`config.mk`:
```
export PLATFORM = sky130hd
export DESIGN_NAME = instruction_fetch
export DESIGN_NICKNAME = d
export VERILOG_FILES = /design/src/rtl/instruction_fetch.sv
export SDC_FILE = /design/constraint.sdc
export NUM_CORES = 1
export LEC_CHECK = 0
export ABC_AREA = 1
export CAP_MARGIN = 20
export CORE_ASPECT_RATIO = 0.5
export CORE_MARGIN = 3
export CORE_UTILIZATION = 46
export DETAILED_ROUTE_END_ITERATION = 8
export PLACE_DENSITY = 0.79
export SYNTH_ARGS = -nofsm -noshare
export SYNTH_HDL_FRONTEND = slang
export SYNTH_SLANG_ARGS = --single-unit
```
`constraint.sdc`:
```
create_clock -name clk -period 5.3 [get_ports clk]
set_clock_uncertainty 0.1 [all_clocks]
set_input_delay 0.53 -clock clk [delete_from_list [all_inputs] [get_ports clk]]
set_output_delay 0.53 -clock clk [all_outputs]
set_load 0.02 [all_outputs]
```
`src/rtl/instruction_fetch.sv`:
```
// Fetch stage: owns the PC, reads a combinational instruction memory and hands
// {instr, pc, pc+4} to decode through a valid/ready slot. Misaligned redirects are sticky faults.
module instruction_fetch #(
    parameter logic [31:0] RESET_PC = 32'd0
) (
    input  logic        clk,
    input  logic        rst,
    output logic [31:0] imem_addr,
    input  logic [31:0] imem_data,
    input  logic        redirect_valid,
    input  logic [31:0] redirect_pc,
    output logic        instr_valid,
    input  logic        instr_ready,
    output logic [31:0] instr,
    output logic [31:0] instr_pc,
    output logic [31:0] instr_pc4,
    output logic        fetch_fault
);

    if (RESET_PC[1:0] != 2'b00) begin : g_bad_reset_pc
        $error("instruction_fetch: RESET_PC must be word aligned");
    end

    typedef enum logic {RUN, FAULT} state_t;

    state_t      state;
    logic [31:0] pc;
    logic [31:0] pc_plus4;
    logic        slot_free;

    // Sequential word step; wraps modulo 2^32 without raising a fault.
    function automatic logic [31:0] next_word(input logic [31:0] addr);
        return addr + 32'd4;
    endfunction

    assign imem_addr = pc;
    assign pc_plus4  = next_word(pc);
    assign slot_free = !instr_valid || instr_ready;

    always_ff @(posedge clk or posedge rst) begin
        if (rst) begin
            state       <= RUN;
            pc          <= RESET_PC;
            instr_valid <= 1'b0;
            instr       <= 32'd0;
            instr_pc    <= 32'd0;
            instr_pc4   <= 32'd0;
            fetch_fault <= 1'b0;
        end else begin
            case (state)
                RUN: begin
                    if (redirect_valid && (redirect_pc[1:0] != 2'b00)) begin
                        state       <= FAULT;
                        fetch_fault <= 1'b1;
                        instr_valid <= 1'b0;
                        pc          <= redirect_pc;
                    end else if (redirect_valid) begin
                        // Flush takes priority over a pending handshake; target is fetched next edge.
                        instr_valid <= 1'b0;
                        pc          <= redirect_pc;
                    end else if (slot_free) begin
                        instr       <= imem_data;
                        instr_pc    <= pc;
                        instr_pc4   <= pc_plus4;
                        instr_valid <= 1'b1;
                        pc          <= pc_plus4;
                    end
                end
                FAULT: begin
                    instr_valid <= 1'b0;
                end
                default: begin
                    state <= FAULT;
                end
            endcase
        end
    end

endmodule

```
==> results <==
- Along the worst path, the maximum fanout reaches 35.
- The number of global-route vias before repair was 5620.
- Summed over all cells, the static leakage comes to 4.31 nW.
- The synthesis warning total is 0.
- The number of hold violations in the final report was 0.
- The first routing iteration left 396 violations.
- The met1 track demand over resource is 32.7%.
- Counting flops and latches in the post-synthesis netlist gives 129.
- The first-pass GRT wire length is 28.7 mm.
- The synthesized netlist contains 24 unique library cells.
- The CTS tree is yes.
- The number of buffers inserted during clock tree synthesis is 17.
- The area share of the leading cell type in the synthesized netlist is 54.5%.
- Counting every instance in the synthesized netlist gives 764.
- The H-tree was split into 4 levels.
- For this design the top-level I/O count stands at 198.
- The global routing usage on met2 is 40.6%.
- Across the run, the number of max-cap violations was 0.
- The startpoint type of the worst setup path is a primary input.
- Leaving out fill and tap cells, the most frequent cells in the layout are sky130_fd_sc_hd__nand2_1 (323), sky130_fd_sc_hd__clkdlybuf4s50_1 (197), sky130_fd_sc_hd__dfrtp_1 (129).
- The first detailed-routing pass ran for 5 iterations.
- CTS placed an instance of sky130_fd_sc_hd__clkbuf_16 at the clock tree root.
- The clock passes through at most 2 buffers.
- The hold buffer count at CTS is 0.
- Input and output buffers added on the ports amount to 197.
- In this run the remaining antenna-violating nets after routing total 0.
- The global route total overflow is 0.
- Entering global routing, the biggest net connects 116 pins.
- Setup violations remaining at the end of the flow were counted as 0.
- For the worst flop-to-flop path, the logic depth is 6.
- The startpoint of the worst-slack reg-to-reg timing path is instr_valid.
- The largest voltage drop on the vdd net is 200 uV.
- The internal reg-to-reg setup slack is 3.19 ns.
- At the end of the flow, the number of nets in the layout was 1021.
- The power density of the placed cells is 275 nW/um^2.
- At the pin with the least slew margin, the transition time is 1.06 ns.
- The final max-slew violation count came to 0.
- At the worst endpoint, the required time is 5.52 ns.
- The floorplan has 28 rows.
- STA classifies the critical path endpoint as a flop.
- The horizontal die dimension is 167 microns.
- The synthesis-to-layout area growth is 44.6%.
- For this run, the total global-route usage over all layers was measured as 24.6%.
- For met3 alone, demand over resource in global routing was 5.60%.
- The clock period could shrink to 2.54 ns.
- At the end of routability-driven placement, the weighted congestion stood at 0.860.
- After detailed routing, the number of remaining DRC violations is 0.
- In the final layout, the share of cells above drive strength 1 is 5.28%.
- The launch instance of the worst min-delay path is instr[4].
- The data arrival at the endpoint of the critical path is 2.76 ns.
- The average detailed-routed wire length per instance is 15.5 microns.
- The fmax is 394 MHz.
- The reg-to-reg endpoint is imem_addr[5].
- Detailed routing inserted a total of 5726 vias.
- Setup repair after global routing left no endpoint under its margin.
- The worst pin sits at a relative slew slack of 29.2%.
- The buffer count from post-CTS setup fixing is 0.
- Sequential elements use 54.5% of the synthesized area.
- Leaving out fill and tap cells, the most frequent cell in the layout is sky130_fd_sc_hd__nand2_1.
- The HPWL reported at the end of detailed placement is 12.4 mm.
- The overall power after layout is 2.36 mW.
- For hold timing, the worst endpoint is instr[4].
- A synthesized cell averages 7.76 sq um.
- The startpoint-to-endpoint class of the critical path is primary input to flop.
- For the final routed database, the setup TNS stands at 0 ns.
- Along the worst hold path, the cell count comes to 2.
- met2 is the most crowded layer.
- The count of inserted antenna diode cells is 0.
- Using the TritonRoute via totals, the vias-per-cell ratio works out to 5.07.
- For this design, the sink count on the clock tree is 129.
- At the later pin of the worst-skew pair, clock insertion delay measures 0.41 ns.
- The synthesized cell area is 5930 sq um.
- The worst hold path belongs to the class flop to flop.
- The region available for standard cell placement spans 12200 sq um.
- The clock-pin slew on the worst setup and hold paths is 0.06 ns.
- The number of nets in the synthesized netlist is 833.
- The post-route core utilization is 70.3%.
- Once the clock tree was built, the resizer swapped 0 gates to a different size.
- Yosys attributes the largest share of cell area to sky130_fd_sc_hd__dfrtp_1 (54%), sky130_fd_sc_hd__nand2_1 (20%), sky130_fd_sc_hd__nor2_1 (6.1%).
- From bottom edge to top edge, the die measures 86.3 microns.
- Of all cell types, the one taking the most synthesized area is sky130_fd_sc_hd__dfrtp_1.
- In the finished design, the share of the clock period the worst path needs comes to 47.9%.
- The initial antenna violation count is 0.
- The overall routed net length is 17.6 mm.
- The initial core utilization is 48.6%.
- The floorplan step defined a die boundary enclosing 14400 sq um.
- The run finished with clean final reports.
==> registers in the layout, summed over array words and instances, names as in the netlist <==
register     count
instr_pc4       30
imem_addr       32
state            1
instr           32
fetch_fault      1
instr_valid      1
instr_pc        32
==> cell usage after synthesis <==
| master | n |
|---|---|
| sky130_fd_sc_hd__a31oi_1 | 11 |
| sky130_fd_sc_hd__and2_1 | 2 |
| sky130_fd_sc_hd__buf_2 | 14 |
| sky130_fd_sc_hd__buf_4 | 4 |
| sky130_fd_sc_hd__clkbuf_1 | 16 |
| sky130_fd_sc_hd__clkinv_1 | 1 |
| sky130_fd_sc_hd__dfrtp_1 | 129 |
| sky130_fd_sc_hd__ha_1 | 1 |
| sky130_fd_sc_hd__inv_1 | 43 |
| sky130_fd_sc_hd__inv_2 | 1 |
| sky130_fd_sc_hd__mux2_2 | 2 |
| sky130_fd_sc_hd__nand2_1 | 323 |
| sky130_fd_sc_hd__nand2_2 | 4 |
| sky130_fd_sc_hd__nand3_1 | 36 |
| sky130_fd_sc_hd__nor2_1 | 96 |
| sky130_fd_sc_hd__nor2_2 | 1 |
| sky130_fd_sc_hd__nor2_4 | 4 |
| sky130_fd_sc_hd__o211ai_1 | 1 |
| sky130_fd_sc_hd__o21ai_0 | 58 |
| sky130_fd_sc_hd__o21ai_1 | 1 |
| sky130_fd_sc_hd__o21ai_2 | 1 |
| sky130_fd_sc_hd__o21bai_1 | 1 |
| sky130_fd_sc_hd__o22ai_1 | 7 |
| sky130_fd_sc_hd__xor2_1 | 7 |
==> worst max path at each step <==
stage	slack, ns	cells after the start	start	endpoint
5_1_grt	2.47	6	redirect_valid	instr_pc[29]
4_1_cts	2.74	5	redirect_valid	instr_pc[21]
2_1_floorplan	1.23	1	rst	fetch_fault
3_3_place_gp	2.36	5	redirect_valid	instr_pc4[18]
6_report	2.76	6	redirect_valid	imem_addr[5]
3_5_place_dp	2.33	5	redirect_valid	instr_pc[21]
==> power breakdown <==
group | leakage (nW) | switching, mW | internal (mW) | total, mW
registers | 1.57 | 0.0173 | 1.02 | 1.03
clock network | 0.265 | 0.451 | 0.656 | 1.11
logic | 2.47 | 0.106 | 0.112 | 0.218
==> layout make-up <==
type	instances	area, sq um
fillers	965	3620
flip-flops and latches	129	3230
multi-input cells	556	2370
repair buffers	203	2030
clock buffers	19	443
well taps	165	206
inverters	45	171
clock inverters	13	115
==> cells by family (layout without fill, tap and decap cells) <==
group                    after synthesis  in the layout  share of synthesized area, %
multiplexers                           2              2                         0.380
XOR/XNOR                               7              7                          1.03
flip-flops                           129            129                          54.5
AO/OA/AOI/OAI                         80             80                          7.28
buffers and inverters                 79            280                          5.55
adder cells (fa/ha/maj)                1              1                         0.211
AND/OR/NAND/NOR                      466            466                          31.1
==> per-layer routing <==
metal  vias to the layer above  routed length [microns]
met4                         0                      331
met3                        26                     1130
met1                      2685                     7740
met2                       236                     8370
met5                         -                        0
li1                       2779                        -
==> worst max-delay path: stages <==
cell and delay, ns:
sky130_fd_sc_hd__clkdlybuf4s50_1 0.79, sky130_fd_sc_hd__o21ai_2 0.12, sky130_fd_sc_hd__buf_4 0.26, sky130_fd_sc_hd__inv_1 0.62, sky130_fd_sc_hd__o21ai_0 0.23, sky130_fd_sc_hd__o22ai_1 0.18
==> per-stage QoR <==
step / std cells / cell area, sq um / hold WS [ns] / worst slack, ns
floorplan: 764 / 5930 / 0.342 / 1.23
global placement: 1097 / 7990 / 0.361 / 2.36
detailed placement: 1098 / 8010 / 0.365 / 2.33
CTS: 1130 / 8570 / 0.380 / 2.74
global route: 1130 / 8570 / 0.391 / 2.47
finish: 1130 / 8570 / 0.375 / 2.76
No activity file was read; power rests on OpenSTA's default activity.
